[src/rtl/btn_pkg.sv]
// Shared types and defaults for the pushbutton load-strobe front end.
package btn_pkg;

    // Per-channel press/repeat state, kept as plain constants so legacy tools can read it.
    typedef logic [1:0] btn_state_t;

    localparam btn_state_t StIdle   = 2'd0;
    localparam btn_state_t StHeld   = 2'd1;
    localparam btn_state_t StRepeat = 2'd2;

    // Default timing, in 1 ms ticks.
    localparam int unsigned DEF_STABLE_TICKS = 16;
    localparam int unsigned DEF_REPEAT_DELAY = 500;
    localparam int unsigned DEF_REPEAT_RATE  = 100;

    // Width of a counter that must reach value-1; never narrower than one bit.
    function automatic int unsigned cnt_width(input int unsigned value);
        return (value > 1) ? $clog2(value) : 1;
    endfunction

endpackage

[src/rtl/btn_channel.sv]
// One button channel: 2-flop synchroniser, tick-based debounce, press/auto-repeat FSM.
module btn_channel
    import btn_pkg::*;
#(
    parameter int unsigned STABLE_TICKS = DEF_STABLE_TICKS,
    parameter int unsigned REPEAT_DELAY = DEF_REPEAT_DELAY,
    parameter int unsigned REPEAT_RATE  = DEF_REPEAT_RATE
) (
    input  logic clk,
    input  logic RST,
    input  logic tick_i,
    input  logic btn_i,
    input  logic repeat_en_i,
    output logic load_o,
    output logic level_o
);

    localparam int unsigned DbW    = cnt_width(STABLE_TICKS);
    localparam int unsigned RptMax = (REPEAT_DELAY > REPEAT_RATE) ? REPEAT_DELAY : REPEAT_RATE;
    localparam int unsigned RptW   = cnt_width(RptMax);

    localparam logic [DbW-1:0]  DbLast    = DbW'(STABLE_TICKS - 1);
    localparam logic [RptW-1:0] DelayLast = RptW'(REPEAT_DELAY - 1);
    localparam logic [RptW-1:0] RateLast  = RptW'(REPEAT_RATE - 1);

    logic            sync1_q, sync1_d;
    logic            sync2_q, sync2_d;
    logic [DbW-1:0]  db_cnt_q, db_cnt_d;
    logic            level_q, level_d;
    btn_state_t      state_q, state_d;
    logic [RptW-1:0] rpt_cnt_q, rpt_cnt_d;
    logic [RptW-1:0] rpt_last;
    logic            load_q, load_d;

    // Synchroniser: raw button is asynchronous, second stage is the usable sample.
    always_comb begin
        sync1_d = btn_i;
        sync2_d = sync1_q;
    end

    // Debounce: level flips only after the synced input disagrees for STABLE_TICKS ticks.
    always_comb begin
        db_cnt_d = db_cnt_q;
        level_d  = level_q;
        if (sync2_q == level_q) begin
            db_cnt_d = '0;
        end else if (tick_i) begin
            if (db_cnt_q == DbLast) begin
                level_d  = sync2_q;
                db_cnt_d = '0;
            end else begin
                db_cnt_d = db_cnt_q + 1'b1;
            end
        end
    end

    // Press/repeat FSM: pulse on the debounced rising edge, then after DELAY and every RATE ticks.
    always_comb begin
        state_d   = state_q;
        rpt_cnt_d = rpt_cnt_q;
        load_d    = 1'b0;
        rpt_last  = (state_q == StHeld) ? DelayLast : RateLast;
        if (!level_q) begin
            // Release (or never pressed) always returns to idle without a pulse.
            state_d   = StIdle;
            rpt_cnt_d = '0;
        end else begin
            case (state_q)
                StIdle: begin
                    state_d   = StHeld;
                    rpt_cnt_d = '0;
                    load_d    = 1'b1;
                end
                StHeld, StRepeat: begin
                    if (!repeat_en_i) begin
                        // Disabling repeat restarts the full initial delay once re-enabled.
                        state_d   = StHeld;
                        rpt_cnt_d = '0;
                    end else if (tick_i) begin
                        if (rpt_cnt_q == rpt_last) begin
                            state_d   = StRepeat;
                            rpt_cnt_d = '0;
                            load_d    = 1'b1;
                        end else begin
                            rpt_cnt_d = rpt_cnt_q + 1'b1;
                        end
                    end
                end
                default: begin
                    state_d   = StIdle;
                    rpt_cnt_d = '0;
                end
            endcase
        end
    end

    // State registers with synchronous reset.
    always_ff @(posedge clk) begin
        if (RST) begin
            sync1_q   <= 1'b0;
            sync2_q   <= 1'b0;
            db_cnt_q  <= '0;
            level_q   <= 1'b0;
            state_q   <= StIdle;
            rpt_cnt_q <= '0;
            load_q    <= 1'b0;
        end else begin
            sync1_q   <= sync1_d;
            sync2_q   <= sync2_d;
            db_cnt_q  <= db_cnt_d;
            level_q   <= level_d;
            state_q   <= state_d;
            rpt_cnt_q <= rpt_cnt_d;
            load_q    <= load_d;
        end
    end

    assign load_o  = load_q;
    assign level_o = level_q;

endmodule

[src/rtl/btn_load_ctrl.sv]
// Multi-channel button front end: shared 1 ms tick edge detector plus N_CH independent channels.
module btn_load_ctrl
    import btn_pkg::*;
#(
    parameter int unsigned N_CH         = 3,
    parameter int unsigned STABLE_TICKS = DEF_STABLE_TICKS,
    parameter int unsigned REPEAT_DELAY = DEF_REPEAT_DELAY,
    parameter int unsigned REPEAT_RATE  = DEF_REPEAT_RATE
) (
    input  logic            clk,
    input  logic            RST,
    input  logic            clk_1ms,
    input  logic [N_CH-1:0] btn_in,
    input  logic            repeat_en,
    output logic [N_CH-1:0] load_out,
    output logic [N_CH-1:0] btn_level
);

    logic clk_1ms_q, clk_1ms_d;
    logic tick;

    // Tick is the rising edge of the divider bit; delayed copy resets high so no tick at release.
    always_comb begin
        clk_1ms_d = clk_1ms;
        tick      = clk_1ms & ~clk_1ms_q;
    end

    // Divider-bit delay register.
    always_ff @(posedge clk) begin
        if (RST) begin
            clk_1ms_q <= 1'b1;
        end else begin
            clk_1ms_q <= clk_1ms_d;
        end
    end

    for (genvar g = 0; g < N_CH; g++) begin : g_ch
        btn_channel #(
            .STABLE_TICKS (STABLE_TICKS),
            .REPEAT_DELAY (REPEAT_DELAY),
            .REPEAT_RATE  (REPEAT_RATE)
        ) u_ch (
            .clk         (clk),
            .RST         (RST),
            .tick_i      (tick),
            .btn_i       (btn_in[g]),
            .repeat_en_i (repeat_en),
            .load_o      (load_out[g]),
            .level_o     (btn_level[g])
        );
    end

endmodule

[config.mk]
export PLATFORM = sky130hd
export DESIGN_NAME = btn_load_ctrl
export DESIGN_NICKNAME = d
export VERILOG_FILES = /design/src/rtl/btn_pkg.sv /design/src/rtl/btn_channel.sv /design/src/rtl/btn_load_ctrl.sv
export SDC_FILE = /design/constraint.sdc
export NUM_CORES = 1
export LEC_CHECK = 0
export BUFFER_PORTS_ARGS = -buffer_cell sky130_fd_sc_hd__buf_2
export CAP_MARGIN = 20
export CORE_ASPECT_RATIO = 0.5
export CORE_MARGIN = 1
export CORE_UTILIZATION = 54
export DETAILED_ROUTE_END_ITERATION = 10
export PLACE_DENSITY_LB_ADDON = 0.08
export SLEW_MARGIN = 0
export SYNTH_ARGS = -nofsm -noshare
export SYNTH_HDL_FRONTEND = slang
export SYNTH_SLANG_ARGS = --single-unit
[constraint.sdc]
create_clock -name clk -period 1.85 [get_ports clk]
set_input_delay 0.185 -clock clk [delete_from_list [all_inputs] [get_ports clk]]
set_output_delay 0.185 -clock clk [all_outputs]
set_load 0.005 [all_outputs]
==> flow_metrics.tcl <==
set metrics [dict create \
    critical_path_buf_inv_count 2 \
    layout_worst_path_cycle_share 0.9775 \
    worstMarginPinSlew_ps 489.5 \
    grt_use_met1 0.2747 \
    critPathLaunch "g_ch[2].u_ch.state_q[1]" \
    synth-seq-cells 58 \
    initial_utilization 0.5899 \
    final_layout_size_suffix_gt1_frac 0.2278 \
    post_drt_via_cell_ratio 5.084 \
    leakagePower_nw 1.163 \
    numClockSinks 58 \
    design_power_total_mw 2.488 \
    timing_hold_violations_final 0 \
    clock.fmax_mhz 553.0 \
    io_buffers 12 \
    reg2reg_from "g_ch[2].u_ch.state_q[1]" \
    drv_cap 0 \
    route.detailed.drc 0 \
    global_route_wire_length_before_repair_microns 8590 \
    maximum_fanout_encountered_on_the_critical_timing_path 3 \
    grtUsageTotal 0.2230 \
    endpoint "g_ch[2].u_ch.state_q[0]" \
    grt-busiest-layer "met2" \
    grt_max_degree 17 \
    max_transition_margin 0.6736 \
    antennaDiodeCount 0 \
    drt_first_iter_violations 46 \
    htree_levels 3 \
    final_common_cell "dfxtp_1" \
    synth-compound-area-share 0.08541 \
    power_density_nw_per_um2 771.2 \
    detail_route.wirelength_microns 5014 \
    hpwlAfterDp_microns 3514 \
    cts_root_buffer "clkbuf_8" \
    finalNetCount 355 \
    core.rowCount 17 \
    global_route_met2_usage 0.3468 \
    worstSkewPairLatency_ps 340 \
    crit_slowest_cell "or4_4" \
    grt_pass1_vias 1966 \
    syn_area_sq_um 2710 \
    highest_count_cells_in_the_layout_ignoring_fill_and_taps "dfxtp_1 (55), nor2_1 (40), nand2_1 (30)" \
    place_area_sq_um 2934 \
    yosys.area_share.simple 0.2558 \
    filler_cells_inserted 387 \
    cpLargestDelayFamily "simple AND/OR/NAND/NOR gates" \
    ir_worst_vdd_uv 598.4 \
    run_status "finished, final reports clean" \
    timing.critical_path.arrival_ps 2030 \
    ctsLongestPathBuffers 2 \
    design.core.area_sq_um 4594 \
    synth_fa_ha_area_frac 0.06925 \
    largest_family_of_logic_cells_by_synthesized_area "simple AND/OR/NAND/NOR gates" \
    tritoncts "built" \
    die_height_microns 52.10 \
    numCtsBuffers 9 \
    area_of_combinational_cells_with_multiple_inputs_sq_um 1469 \
    yosys-mux-area-fraction 0.01108 \
    dp.cells 386 \
    antenna_found_initial 0 \
    post_syn_nets 322 \
    critical_path.cell_chain "inv_2 -> ha_4 -> or4_4 -> a2111oi_4 -> or2_4 -> buf_6 -> o22ai_2" \
    synth-xor-area-share 0.1034 \
    setup_viol 0 \
    die_w_microns 102.2 \
    i_o_pin_count 13 \
    routed-via-count 2054 \
    stdcell_area_sq_um 3226 \
    wl_per_cell_microns 12.41 \
    gp_congestion 0.8210 \
    first_pass_iters 4 \
    worst_hold_path_type "in2reg" \
    met3_grt_util 0.07661 \
    final.setup_skew_ps 5.825 \
    worst_r2r_endpoint "g_ch[2].u_ch.state_q[0]" \
    synthesis.area_per_instance_sq_um 9.034 \
    finalWorstPathRequiredPeriod_ps 1808 \
    fp.dieArea_sq_um 5323 \
    layout.cells.non_filler 404 \
    number_of_synthesis_warnings 0 \
    distinct_cell_type_count_of_the_synthesized_netlist 38 \
    clk_pin_slew_worst_paths_ps 60 \
    crit_path_end_kind "register" \
    critical_path_class "reg2reg" \
    postRouteAntennaNets 0 \
    timing.reg2reg.worst_path_depth 7 \
    cp_data_required_time_ps 2070 \
    worst_setup_path_start_kind "register" \
    grt-ovfl-total 0 \
    netlist_instances 300 \
    area.sequential_sq_um 1165 \
    slew_violations 0 \
    maximum_single_stage_delay_on_the_critical_path_ps 420 \
    areaGrowthSynthToFinish_pct 19.02 \
    setup_slack_on_the_worst_flop_to_flop_path_ps 40 \
    unrepaired_setup_endpoints_after_global_routing "yes" \
    synth-seq-area-share 0.4284 \
    timing.critical_path.depth 7 \
]
## logic make-up (layout without fill, tap and decap cells)
logic type	Yosys count	count (layout)
compound gates	30	30
mux	3	3
xor+xnor	32	32
flops	58	58
simple gates	140	140
fa+ha+maj	15	15
buf+inv	22	60
## sequential cells by signal (all words and copies together) (netlist names)
name / count
g_ch.u_ch.sync1_q: 3
g_ch.u_ch.load_o: 3
g_ch.u_ch.sync2_q: 3
g_ch.u_ch.level_o: 3
g_ch.u_ch.state_q: 6
g_ch.u_ch.db_cnt_q: 12
clk_1ms_q: 1
g_ch.u_ch.rpt_cnt_q: 27
## cell usage after synthesis
master     instances  area, sq um
dfxtp_1           58         1161
nor2_1            45        168.9
nand2_1           30        112.6
xnor2_1           18        157.7
a21oi_1           15        75.07
ha_1              15        187.7
xor2_1            14        122.6
nor2b_1           11        68.82
nand4_1           10        62.56
nor3_1            10        50.05
inv_1              8        30.03
buf_4              7        52.55
nand3_1            7        35.03
nand2b_1           5        31.28
nand3b_1           4        30.03
or2_2              4        25.02
clkbuf_1           3        11.26
mux2i_1            3        30.03
o21ai_0            3        15.01
a2111oi_4          2        55.05
a311oi_1           2        17.52
a31oi_1            2        12.51
buf_2              2        10.01
buf_6              2        22.52
nand4b_1           2        17.52
nor3b_1            2        15.01
nor4_1             2        12.51
or2_1              2        12.51
or3_1              2        12.51
or4_4              2        22.52
a2111o_1           1        11.26
a22oi_1            1        7.510
and4_1             1        8.760
o21a_1             1        7.510
o21ai_2            1        8.760
o221ai_1           1        8.760
o22ai_2            1        12.51
or4_1              1        7.510
## per-layer routing
metal | wire length (microns) | vias up
li1 | - | 1072
met1 | 2577 | 954
met2 | 2216 | 20
met3 | 145 | 8
met4 | 75 | 0
met5 | 0 | -
## report_power, final
part | total [mW] | leakage [nW] | switching [mW] | internal, mW
Clock | 1.17 | 0.105 | 0.484 | 0.687
Sequential | 1.26 | 0.470 | 0.00466 | 1.26
Combinational | 0.0553 | 0.588 | 0.0305 | 0.0248
## how the worst min path moves through the flow
stage / end / from / depth (start not counted)
floorplan: g_ch[0].u_ch.sync1_q / btn_in[0] / 1
global placement: g_ch[0].u_ch.sync1_q / btn_in[0] / 2
detailed placement: g_ch[2].u_ch.sync1_q / btn_in[2] / 2
CTS: g_ch[2].u_ch.sync1_q / btn_in[2] / 2
global route: g_ch[2].u_ch.sync1_q / btn_in[2] / 2
finish: g_ch[2].u_ch.sync1_q / btn_in[2] / 2
## area by class of cell
class | instances | area share
multi-input cells | 220 | 0.4554
flip-flops and latches | 58 | 0.3611
repair buffers | 36 | 0.08534
clock buffers | 11 | 0.04694
well taps | 66 | 0.02560
clock inverters | 5 | 0.01629
inverters | 8 | 0.009310
## repair_timing
item / in CTS / in global routing
gates resized for setup: 0 / 23
pin swaps: 4 / 7
buffers inserted: 0 / 2
hold buffers: 0 / 0
setup endpoints to repair: 16 / 32
## stage by stage
stage	hold WS, ps	utilization	worst slack [ps]	TNS [ps]
floorplan	313.2	-	1.813	0
global placement	404.7	0.6386	18.46	0
detailed placement	408.8	0.6386	-12.67	-50.40
CTS	43.59	0.6830	6.554	0
global route	44.01	0.7021	-46.33	-321.4
finish	60.02	0.7021	41.62	0
No activity file was read; power rests on OpenSTA's default activity.
